<file path="config.mk">
export PLATFORM = sky130hd
export DESIGN_NAME = silife_uart_loader
export DESIGN_NICKNAME = d
export VERILOG_FILES = /design/src/rtl/silife_pkg.sv /design/src/rtl/silife_uart_rx.sv /design/src/rtl/silife_uart_loader.sv
export SDC_FILE = /design/constraint.sdc
export NUM_CORES = 1
export LEC_CHECK = 0
export ABC_CLOCK_PERIOD_IN_PS = 5900
export CORE_UTILIZATION = 50
export DETAILED_ROUTE_END_ITERATION = 6
export PLACE_DENSITY = 0.74
export SLEW_MARGIN = 20
export SYNTH_ARGS = -nofsm -noshare
export SYNTH_HDL_FRONTEND = slang
export SYNTH_SLANG_ARGS = --single-unit
</file>
<file path="constraint.sdc">
create_clock -name clk -period 5.9 [get_ports clk]
set_clock_uncertainty 0.15 [all_clocks]
set_input_delay 0.885 -clock clk [delete_from_list [all_inputs] [get_ports clk]]
set_output_delay 0.885 -clock clk [all_outputs]
set_load 0.1 [all_outputs]
</file>
<file path="src/rtl/silife_pkg.sv">
// silife_pkg: shared constants and state encodings for the life-grid
// pattern loader.
//   GRID_WIDTH / GRID_HEIGHT : grid geometry (cells per row, rows)
//   ROW_W                    : width of a row index
//   SYNC_BYTE_DEFAULT        : default frame header byte
package silife_pkg;

  localparam int GRID_WIDTH  = 8;
  localparam int GRID_HEIGHT = 32;
  localparam int ROW_W       = 5;

  localparam logic [7:0] SYNC_BYTE_DEFAULT = 8'hA5;

  typedef enum logic [1:0] {
    RX_IDLE,
    RX_START,
    RX_DATA,
    RX_STOP
  } rx_state_t;

  typedef enum logic [1:0] {
    F_SYNC,
    F_ROWS,
    F_CHECK
  } frame_state_t;

endpackage

</file>
<file path="src/rtl/silife_uart_rx.sv">
// silife_uart_rx: 8N1 UART receiver, LSB first.
//   clk, reset    : clock, synchronous active-high reset
//   i_enable      : low holds the receiver idle
//   i_rx          : asynchronous serial input, idle high
//   o_byte        : received byte, valid with o_valid
//   o_valid       : one-cycle strobe for a byte with a good stop bit
//   o_frame_err   : one-cycle strobe when the stop bit samples low
//
// state    | meaning
// ---------+-------------------------------------------------
// RX_IDLE  | waiting for a falling edge on the synchronized line
// RX_START | half-bit wait, confirm start bit is still low
// RX_DATA  | sampling 8 data bits, one per bit period
// RX_STOP  | sampling the stop bit, then straight back to idle
module silife_uart_rx
  import silife_pkg::*;
#(
  parameter int CLKS_PER_BIT = 434
) (
  input  logic       clk,
  input  logic       reset,
  input  logic       i_enable,
  input  logic       i_rx,
  output logic [7:0] o_byte,
  output logic       o_valid,
  output logic       o_frame_err
);

  localparam int CNT_W = $clog2(CLKS_PER_BIT);
  localparam logic [CNT_W-1:0] HALF_M1 = CNT_W'(CLKS_PER_BIT / 2 - 1);
  localparam logic [CNT_W-1:0] FULL_M1 = CNT_W'(CLKS_PER_BIT - 1);

  rx_state_t        state;
  logic [1:0]       sync;
  logic             rx_prev;
  logic [CNT_W-1:0] cnt;
  logic [2:0]       bit_idx;
  logic [7:0]       shreg;
  logic             rx_s;

  assign rx_s = sync[1];

  always_ff @(posedge clk) begin
    if (reset) begin
      sync        <= 2'b11;
      rx_prev     <= 1'b1;
      state       <= RX_IDLE;
      cnt         <= '0;
      bit_idx     <= '0;
      shreg       <= '0;
      o_byte      <= '0;
      o_valid     <= 1'b0;
      o_frame_err <= 1'b0;
    end else begin
      sync        <= {sync[0], i_rx};
      rx_prev     <= rx_s;
      o_valid     <= 1'b0;
      o_frame_err <= 1'b0;
      if (!i_enable) begin
        state <= RX_IDLE;
      end else begin
        case (state)
          RX_IDLE: begin
            // Edge rather than level, so a line left low after a framing
            // error does not immediately retrigger a start.
            if (rx_prev && !rx_s) begin
              state <= RX_START;
              cnt   <= HALF_M1;
            end
          end
          RX_START: begin
            if (cnt != '0) begin
              cnt <= cnt - CNT_W'(1);
            end else if (!rx_s) begin
              state   <= RX_DATA;
              cnt     <= FULL_M1;
              bit_idx <= '0;
            end else begin
              state <= RX_IDLE;
            end
          end
          RX_DATA: begin
            if (cnt != '0) begin
              cnt <= cnt - CNT_W'(1);
            end else begin
              shreg   <= {rx_s, shreg[7:1]};
              cnt     <= FULL_M1;
              bit_idx <= bit_idx + 3'd1;
              if (bit_idx == 3'd7) state <= RX_STOP;
            end
          end
          RX_STOP: begin
            if (cnt != '0) begin
              cnt <= cnt - CNT_W'(1);
            end else begin
              state <= RX_IDLE;
              if (rx_s) begin
                o_valid <= 1'b1;
                o_byte  <= shreg;
              end else begin
                o_frame_err <= 1'b1;
              end
            end
          end
          default: state <= RX_IDLE;
        endcase
      end
    end
  end

endmodule

</file>
<file path="src/rtl/silife_uart_loader.sv">
// silife_uart_loader: receives a framed bitmap over UART and writes it into
// the life grid one row per byte. Frame = SYNC_BYTE, GRID_HEIGHT row bytes,
// XOR checksum of the row bytes.
//   clk, reset     : clock, synchronous active-high reset
//   i_enable       : low idles the receiver and silently aborts a frame
//   i_rx           : asynchronous UART input, idle high
//   o_row_select   : row being written (held until the next write)
//   o_cells        : row data, bit 7 = leftmost cell (held until next write)
//   o_wr_en        : one-cycle row write strobe
//   o_hold         : high while a frame is in progress
//   o_frame_done   : one-cycle pulse on a frame with a good checksum
//   o_frame_error  : one-cycle pulse on checksum, framing or timeout failure
//
// state   | meaning
// --------+----------------------------------------------------
// F_SYNC  | hunting for SYNC_BYTE, other bytes and errors ignored
// F_ROWS  | each byte is written as the next row
// F_CHECK | next byte is compared with the running checksum
module silife_uart_loader
  import silife_pkg::*;
#(
  parameter int                    CLKS_PER_BIT   = 434,
  parameter int                    TIMEOUT_CYCLES = 1048576,
  parameter logic [GRID_WIDTH-1:0] SYNC_BYTE      = SYNC_BYTE_DEFAULT
) (
  input  logic                  clk,
  input  logic                  reset,
  input  logic                  i_enable,
  input  logic                  i_rx,
  output logic [ROW_W-1:0]      o_row_select,
  output logic [GRID_WIDTH-1:0] o_cells,
  output logic                  o_wr_en,
  output logic                  o_hold,
  output logic                  o_frame_done,
  output logic                  o_frame_error
);

  localparam int TMR_W = $clog2(TIMEOUT_CYCLES + 1);
  localparam logic [TMR_W-1:0] TMR_LOAD = TMR_W'(TIMEOUT_CYCLES);

  logic [7:0]            rx_byte;
  logic                  rx_valid;
  logic                  rx_frame_err;

  frame_state_t          fstate;
  logic [ROW_W-1:0]      row;
  logic [GRID_WIDTH-1:0] csum;
  logic [TMR_W-1:0]      tmr;

  silife_uart_rx #(
    .CLKS_PER_BIT(CLKS_PER_BIT)
  ) u_rx (
    .clk        (clk),
    .reset      (reset),
    .i_enable   (i_enable),
    .i_rx       (i_rx),
    .o_byte     (rx_byte),
    .o_valid    (rx_valid),
    .o_frame_err(rx_frame_err)
  );

  always_ff @(posedge clk) begin
    if (reset) begin
      fstate        <= F_SYNC;
      row           <= '0;
      csum          <= '0;
      tmr           <= '0;
      o_row_select  <= '0;
      o_cells       <= '0;
      o_wr_en       <= 1'b0;
      o_hold        <= 1'b0;
      o_frame_done  <= 1'b0;
      o_frame_error <= 1'b0;
    end else begin
      o_wr_en       <= 1'b0;
      o_frame_done  <= 1'b0;
      o_frame_error <= 1'b0;
      if (!i_enable) begin
        fstate <= F_SYNC;
        row    <= '0;
        o_hold <= 1'b0;
      end else if (fstate == F_SYNC) begin
        if (rx_valid && rx_byte == SYNC_BYTE) begin
          fstate <= F_ROWS;
          row    <= '0;
          csum   <= '0;
          tmr    <= TMR_LOAD;
          o_hold <= 1'b1;
        end
      end else begin
        // A byte arriving on the timeout cycle takes priority.
        if (rx_valid) begin
          tmr <= TMR_LOAD;
          if (fstate == F_ROWS) begin
            o_wr_en      <= 1'b1;
            o_row_select <= row;
            o_cells      <= rx_byte;
            csum         <= csum ^ rx_byte;
            row          <= row + ROW_W'(1);
            if (row == ROW_W'(GRID_HEIGHT - 1)) fstate <= F_CHECK;
          end else begin
            if (rx_byte == csum) o_frame_done  <= 1'b1;
            else                 o_frame_error <= 1'b1;
            fstate <= F_SYNC;
            row    <= '0;
            o_hold <= 1'b0;
          end
        end else if (rx_frame_err || tmr == TMR_W'(1)) begin
          o_frame_error <= 1'b1;
          fstate        <= F_SYNC;
          row           <= '0;
          o_hold        <= 1'b0;
        end else begin
          tmr <= tmr - TMR_W'(1);
        end
      end
    end
  end

endmodule

</file>
Word level (Yosys, flattened, before mapping)
Index checks and enable logic that the tools add are counted.
- add/subtract/negate cells: 4
- eq/ne operators: 21
- mux-type cells: 49
- bitwise operators: 6
- reduce and logical (&&, ||, !) cells: 27
- operators by type and width (cell ; number):
    $mux W21 ; 4
    $mux W9 ; 5
    $pmux W9 S4 ; 1
    $mux W8 ; 4
    $mux W5 ; 5
    $mux W2 ; 12
    $eq A21 B1 Y1 const B ; 1
    $sub A21 B1 Y21 const B ; 1
    $reduce_and A4 Y1 ; 4
    $mux W1 ; 13
    $reduce_and A3 Y1 ; 4
    $reduce_and A5 Y1 ; 2
    $mux W3 ; 3
    $reduce_bool A9 Y1 ; 1
    $sub A9 B1 Y9 const B ; 1
    $eq A8 B8 Y1 ; 1
    $eq A8 B8 Y1 const B ; 1
    $ne A2 B1 Y1 const B ; 4
    $ne A2 B2 Y1 const B ; 4
    $pmux W2 S4 ; 1
    $reduce_or A4 Y1 ; 2
    $xor A8 B8 Y8 ; 1
    $ne A3 B3 Y1 const B ; 2
    $pmux W3 S2 ; 1
    other kinds (19) ; 29
- register bits after elaboration: 88
- bits of input ports: 4
- output and inout bits: 17
- logic and storage cells: 126

Depth between registers and ports, before layout
Gate-level depths: netlist of run 1.
- depth after elaboration: 5
- mapped depth: 9
- depth with buffers taken out: 7

Hierarchy
Synthesis of run 1 repeated with hierarchy kept, for this count alone.
- cell total of the unflattened synthesis: 511
- area total of the unflattened synthesis: 4469.3 um2
- by module, submodules not included (module ; instances ; cells each ; area an instance (um2) ; sequential area each (um2)):
    silife_uart_loader ; 1 ; 317 ; 2672.6 ; 1061.0
    silife_uart_rx ; 1 ; 194 ; 1796.7 ; 700.7

Least setup slack after synthesis of run 1
No wires, ideal clock.
- path type: register -> register
- start: reg u_rx.cnt[0]
- end: reg u_rx.o_byte[0]
- library setup time: 128 ps
- arrival: 2055 ps
- data required time: 5622 ps
- setup slack: 3567 ps
- stages on the path, launching flop included: 10
- cells stage by stage: dfxtp_1 > inv_1 > ha_1 > or4b_1 > clkbuf_1 > nor2_1 > nand4_1 > clkbuf_1 > mux2i_1 > nor2_1
- longest elaborated chain between the ends: 3
- RTL lines (element ; RTL line ; text):
    from (decl) ; silife_uart_rx.sv:36 ; logic [CNT_W-1:0] cnt;
    from (signal assigned) ; silife_uart_rx.sv:73 ; cnt <= cnt - CNT_W'(1);
    from (signal assigned) ; silife_uart_rx.sv:84 ; cnt <= cnt - CNT_W'(1);
    from (signal assigned) ; silife_uart_rx.sv:94 ; cnt <= cnt - CNT_W'(1);
    $reduce_bool A9 Y1 ; silife_uart_rx.sv:93 ; if (cnt != '0) begin
    $not A1 Y1 (no source line) ; -- ;
    $reduce_and A4 Y1 (no source line) ; -- ;
    to (signal assigned) ; silife_uart_rx.sv:99 ; o_byte <= shreg;
    to (decl) ; silife_uart_rx.sv:24 ; output logic [7:0] o_byte,
Every way passes these cells.
A chain may end at the register's enable or synchronous reset.

Final worst setup path of run 1
- start: reg u_rx.cnt[0]
- end: reg u_rx.o_byte[7]
Same word-level chain as after synthesis.

==> results of run 1 <==
==> registers in the layout (all words and copies together) (netlist names), 2 cells and up, named ones only <==
register      count
tmr              21
u_rx.cnt          9
csum              8
o_cells           8
u_rx.o_byte       8
u_rx.shreg        8
o_row_select      5
row               5
u_rx.bit_idx      3
fstate            2
u_rx.sync         2
==> cell type report <==
type	count	share of cell area
Timing Repair Buffer	23	0.04672
Clock inverter	6	0.01611
Inverter	11	0.008861
Multi-Input combinational cell	386	0.4946
Sequential cell	88	0.3781
Tap cell	105	0.02820
Clock buffer	10	0.02739
==> cells in the final DEF, fill, tap and decap left out, types with 15 or more instances in the layout <==
cell type / synthesis / layout
nor2_1: 31 / 31
dfxtp_1: 88 / 88
o31ai_1: 16 / 16
clkdlybuf4s50_1: 0 / 19
a21oi_1: 82 / 82
o21ai_0: 28 / 28
nand2_1: 68 / 68
or4_1: 15 / 15
==> layer usage <==
layer / track usage / vias up / part of all wire
met1: 0.2834 / 1773 / 0.49
li1: - / 1882 / -
met5: 0 / - / 0
met4: 0.07179 / 0 / 0.0053
met2: 0.3424 / 59 / 0.47
met3: 0.03964 / 4 / 0.033
==> Yosys cell counts (3+ instances only) <==
master and n:
dfxtp_1 88, a21oi_1 82, nand2_1 68, nor2_1 31, o21ai_0 28, clkbuf_1 24
o31ai_1 16, or4_1 15, ha_1 11, inv_1 11, nor3_1 11, nor4_1 11
or2_2 10, or3_1 10, a211oi_1 9, mux2i_1 9, xor2_1 9, and3_1 5
nand3_1 5, nand4_1 5, nor2b_1 4, or3b_1 4, nand2b_1 3
==> power by group through the flow <==
| stage | clock [W] | combinational, W | sequential [W] |
|---|---|---|---|
| floorplan | 0 | 0.0000299 | 0.000612 |
| global placement | 0 | 0.0000387 | 0.000613 |
| detailed placement | 0 | 0.0000395 | 0.000613 |
| CTS | 0.000439 | 0.0000396 | 0.000599 |
| global route | 0.000465 | 0.0000444 | 0.000600 |
| finish | 0.000428 | 0.0000402 | 0.000599 |
==> kinds of logic after synthesis <==
group,synth area share
xor gates and xnor gates,0.01855
adders and majority gates,0.03239
muxes,0.02120
DFF,0.4146
AOI/OAI and AO/OA,0.2197
buffers and inverters,0.04299
and+or+nand+nor,0.2506
==> worst min-delay path by stage <==
stage | startpoint | end | slack, ns | cells after the start
3_3_place_gp | u_rx.sync[0] | u_rx.sync[1] | 0.24 | 1
6_report | u_rx.sync[0] | u_rx.sync[1] | 0.27 | 1
2_1_floorplan | u_rx.sync[0] | u_rx.sync[1] | 0.24 | 1
4_1_cts | u_rx.sync[0] | u_rx.sync[1] | 0.27 | 1
5_1_grt | u_rx.sync[0] | u_rx.sync[1] | 0.29 | 1
3_5_place_dp | u_rx.sync[0] | u_rx.sync[1] | 0.25 | 1
==> stage by stage <==
stage | utilization | total power [W] | hold WS [ns] | area (um^2)
final | 0.5671 | 0.001068 | 0.2658 | 4659
after global routing | 0.5671 | 0.001109 | 0.2902 | 4659
after CTS | 0.5671 | 0.001078 | 0.2685 | 4659
after detailed placement | 0.5424 | 0.0006527 | 0.2472 | 4457
after global placement | 0.5424 | 0.0006519 | 0.2434 | 4457
after floorplan | - | 0.0006424 | 0.2395 | 4249
==> metrics.md, run 1 <==
| Metric | Value |
|---|---|
| GPL Wtd Cong | 0.8908 |
| Starting Density | 0.5171 |
| Share of cells above drive strength 1 | 0.07252 |
| Setup crit end | u_rx.o_byte[7] |
| Final setup viols | 0 |
| Int Power | 0.0008104 W |
| P_leak | 1.710 nW |
| Die area | 8871 um^2 |
| Die Width | 94.19 um |
| CP Launch Type | flip-flop |
| Ys flop type | dfxtp_1 |
| Area growth syn-to-layout | 9.658% |
| Core Box Area | 8217 um^2 |
| Detailed Place HPWL | 6.102 mm |
| Final hold vios | 0 |
| Buf+Inv Stages, Crit Path | 1 |
| Combinational group share of total power | 0.038 |
| Synth unique cells | 57 |
| Post-CTS Setup Inserts | 0 |
| Largest cells by area after synthesis | dfxtp_1 41%, a21oi_1 9.7%, nand2_1 6.0%, o21ai_0 3.3%, ha_1 3.2% |
| Routed Wire Length | 9.009 mm |
| Tcrit/Tclk final | 0.5057 |
| GRT Util Overall | 0.2125 |
| Share of power burned in registers | 0.561 |
| Post-DRT Antenna Nets | 0 |
| Pwr/cell area | 229.2 nW/um^2 |
| Worst slew margin | 0.3390 |
| Die height | 94.19 um |
| Final Critical Period | 2.983 ns |
| Root buffer cell | clkbuf_8 |
| Unrepaired setup endpoints after global routing | no |
| Async SR Flop Fraction | 0 |
| Clk_lat worst skew | 0.35 ns |
| CP Class | reg2reg |
| CTS buffer count | 9 |
| First-pass GRT wire length | 15.21 mm |
| Worst-margin pin slew | 0.9884 ns |
| Clk buf depth | 2 |
| Mean Syn Cell Area | 8.267 um^2 |
| Drt initial violations | 219 |
| Wirelength per Cell | 14.32 um |
| CTS Hold Buffers Added | 0 |
| Part of the Yosys area used for sequential elements | 0.4146 |
| Req. time, crit path | 5.98 ns |
| Clk pwr share | 0.401 |
| Final slew viol count | 0 |
| PortBufs | 20 |
| Most common cell on crit path | nor2_1 |
| CTS tree | built |
| Reg-to-reg startpoint | u_rx.cnt[0] |
| IO Pins | 21 |
| Yosys top cell area share | 0.4146 |
| Clock sinks | 88 |
| Worst path cell trace | inv_1, ha_1, or4b_1, nor2_1, nand4_1, mux2i_1, nor2_1 |
| Vias/cell | 5.911 |
| Num rows | 33 |
| Setup TNS | 0 ns |
| Total of max-cap violations | 0 |
| Synth Cell Area | 4249 um^2 |
| Area taken by multi-input logic gates | 2305 um^2 |
| Layout Cells excl Fill | 629 |
| Number of synthesized register bits | 88 |
| Pre-CTS setup slack | 2.681 ns |
| Remaining DRCs | 0 |
| Worst path top cell family by delay | simple AND/OR/NAND/NOR gates |
| Final WS setup | 2.917 ns |
| Worst R2R End | u_rx.o_byte[7] |
| Filler cells | 770 |
| Sw Share | 0.2413 |
| Crit. End Element | flip-flop |
| Largest net degree at the start of global routing | 48 |
| Post-synth EDFFs | 0 |
| Fmax | 335.2 MHz |
| Reg2reg setup slack | 2.92 ns |
| Inst Count DP | 613 |
| Vias in the first global route | 3,359 |
| Maximum VDD drop | 0.1068 mV |
| Max Fanout on Critical Path | 9 |
| Worst EP arrival | 3.06 ns |
| Delay of the slowest critical-path stage | 0.59 ns |
| GRT Residual Overflow | 0 |
| Critical path launch point | u_rx.cnt[0] |
| Synth Net Count | 529 |
| Via Count | 3,718 |
| Status | finished clean |
| Antenna diode count | 0 |
| Register area | 1762 um^2 |
| CTS resizes | 0 |
| Worst min path class | reg2reg |
| Pre-antenna DRT Iters | 4 |
| Post-layout nets | 534 |
| Initial antenna violation count | 0 |
| H-Tree Depth | 3 |
| Clock transition at path regs | 0.09 ns |
| Yosys warns | 0 |
| Synthesized instance count | 514 |
| Worst Reg-to-Reg Cells | 7 |
| Slowest-stage cell, CP | or4b_1 |
| Switching Power | 0.0002577 W |
| Cell taking the most area after synthesis | dfxtp_1 |
| CP Depth | 7 |
(Power assumes the default switching activity.)
==> run 2: changes to the inputs <==
--- a/config.mk
+++ b/config.mk
@@ -5,7 +5,7 @@
 export SDC_FILE = /design/constraint.sdc
 export NUM_CORES = 1
 export LEC_CHECK = 0
-export ABC_CLOCK_PERIOD_IN_PS = 5900
+export ABC_CLOCK_PERIOD_IN_PS = 2900
 export CORE_UTILIZATION = 50
 export DETAILED_ROUTE_END_ITERATION = 6
 export PLACE_DENSITY = 0.74
==> constraint.sdc (replaced) <==
create_clock -name clk -period 2.9 [get_ports clk]
set_clock_uncertainty 0.15 [all_clocks]
set_input_delay 0.435 -clock clk [delete_from_list [all_inputs] [get_ports clk]]
set_output_delay 0.435 -clock clk [all_outputs]
set_load 0.1 [all_outputs]
==> metrics.md, run 2 (synthesis results as in run 1) <==
| Metric | Value |
|---|---|
| Worst slew margin | 0.4961 |
| Max Fanout on Critical Path | 19 |
| CP Class | reg2reg |
| Top flop regs | tmr (21), u_rx.cnt (9) |
| Clock transition at path regs | 0.09 ns |
| P_leak | 1.792 nW |
| Crit. End Element | flip-flop |
| Post-DRT Antenna Nets | 0 |
| Worst-margin pin slew | 0.7559 ns |
| Tcrit/Tclk final | 0.8899 |
| Worst EP arrival | 2.72 ns |
| IO Pins | 21 |
| Max Used Layer | met4 |
| Largest net degree at the start of global routing | 42 |
| Area growth syn-to-layout | 10.28% |
| Status | finished clean |
| Final hold vios | 0 |
| Pwr/cell area | 459.1 nW/um^2 |
| Setup TNS | 0 ns |
| GPL Wtd Cong | 0.9355 |
| Clock sinks | 88 |
| Total of max-cap violations | 0 |
| Core Box Area | 8217 um^2 |
| Hold Crit Depth | 1 |
| Hold_ws | 0.2644 ns |
| PortBufs | 20 |
| CTS resizes | 0 |
| Unrepaired setup endpoints after global routing | no |
| Most flop-heavy register | tmr |
| Max FFs per register | 21 |
| Post-CTS Setup Inserts | 0 |
| Final WS setup | 0.3194 ns |
| CTS buffer count | 9 |
| Die height | 94.19 um |
| Num rows | 33 |
| Clk buf depth | 2 |
| Pre-antenna DRT Iters | 6 |
| Final Critical Period | 2.581 ns |
| Post-layout nets | 544 |
| Starting Density | 0.5171 |
| Wirelength per Cell | 14.43 um |
| Met2 wire length | 4.319 mm |
| CTS tree | built |
| Req. time, crit path | 3.04 ns |
| Root buffer cell | clkbuf_8 |
| Die area | 8871 um^2 |
| Die Width | 94.19 um |
| CTS Hold Buffers Added | 0 |
| DRT met1 WL | 4.319 mm |
| Fmax | 387.5 MHz |
| First-pass GRT wire length | 15.44 mm |
| CP Launch Type | flip-flop |
| GRT Util Overall | 0.2174 |
| Clk_lat worst skew | 0.36 ns |
| Routed Wire Length | 9.218 mm |
| WL met3 | 448 um |
| Reg2reg setup slack | 0.32 ns |
| Remaining DRCs | 0 |
| Commonest non-fill, non-tap cell in the layout | dfxtp_1 |
| Vias in the first global route | 3,256 |
| Worst Reg-to-Reg Cells | 5 |
| Vias/cell | 5.975 |
| Drt initial violations | 256 |
| Detailed Place HPWL | 6.248 mm |
| Share of cells above drive strength 1 | 0.1217 |
| Tot Pwr | 0.002151 W |
| Most frequent cells in the layout | 88 x dfxtp_1, 82 x a21oi_1, 68 x nand2_1 |
| Pre-CTS setup slack | 0.3403 ns |
| Worst min path class | reg2reg |
| H-Tree Depth | 3 |
| GRT Residual Overflow | 0 |
| Final setup viols | 0 |
| Antenna diode count | 0 |
| Via Count | 3,818 |
| Initial antenna violation count | 0 |
| Final slew viol count | 0 |
| Maximum VDD drop | 0.3064 mV |
## run 2: cell types whose count changed in the layout (fill, tap and decap cells not counted)
cell / delta
inv_6: -1
clkinv_4: +1
buf_4: +27
inv_8: -1
clkdlybuf4s50_1: -17
clkinv_2: +1
## run 2: final cells by class
type / instances / area (um^2)
Clock buffer: 10 / 127.6
Clock inverter: 6 / 68.82
Fill cell: 740 / 3531
Inverter: 11 / 41.29
Multi-Input combinational cell: 386 / 2305
Sequential cell: 88 / 1762
Tap cell: 105 / 131.4
Timing Repair Buffer: 33 / 250.2
## run 2: critical path: stages, from the launching register on
cell       delay (ns)
dfxtp_1          0.43
or3b_1           0.42
nor4b_4          0.28
o2111ai_2        0.42
or4_1            0.65
a21oi_1          0.16
## run 2: power by group
part | switching, W | total, W | internal [W]
registers | 0.00000670 | 0.00122 | 0.00121
clock network | 0.000444 | 0.000847 | 0.000403
logic | 0.0000589 | 0.0000845 | 0.0000256
## run 2: worst paths after layout
check / from / endpoint
setup / recovery: u_rx.o_byte[7] / tmr[10]
hold / removal: u_rx.sync[0] / u_rx.sync[1]
setup reg to reg: u_rx.o_byte[7] / tmr[10]
hold reg to reg: u_rx.sync[0] / u_rx.sync[1]
## run 2: per-stage QoR
stage	cell area [um^2]	utilization	instances
floorplan	4249	-	514
global placement	4489	0.5464	623
detailed placement	4489	0.5464	623
CTS	4686	0.5703	639
global route	4686	0.5703	639
finish	4686	0.5703	639
## run 2: layer usage
layer,up-vias,track usage
met4,0,0.05897
met1,1789,0.2980
li1,1894,-
met2,117,0.3454
met5,-,0
met3,18,0.04288
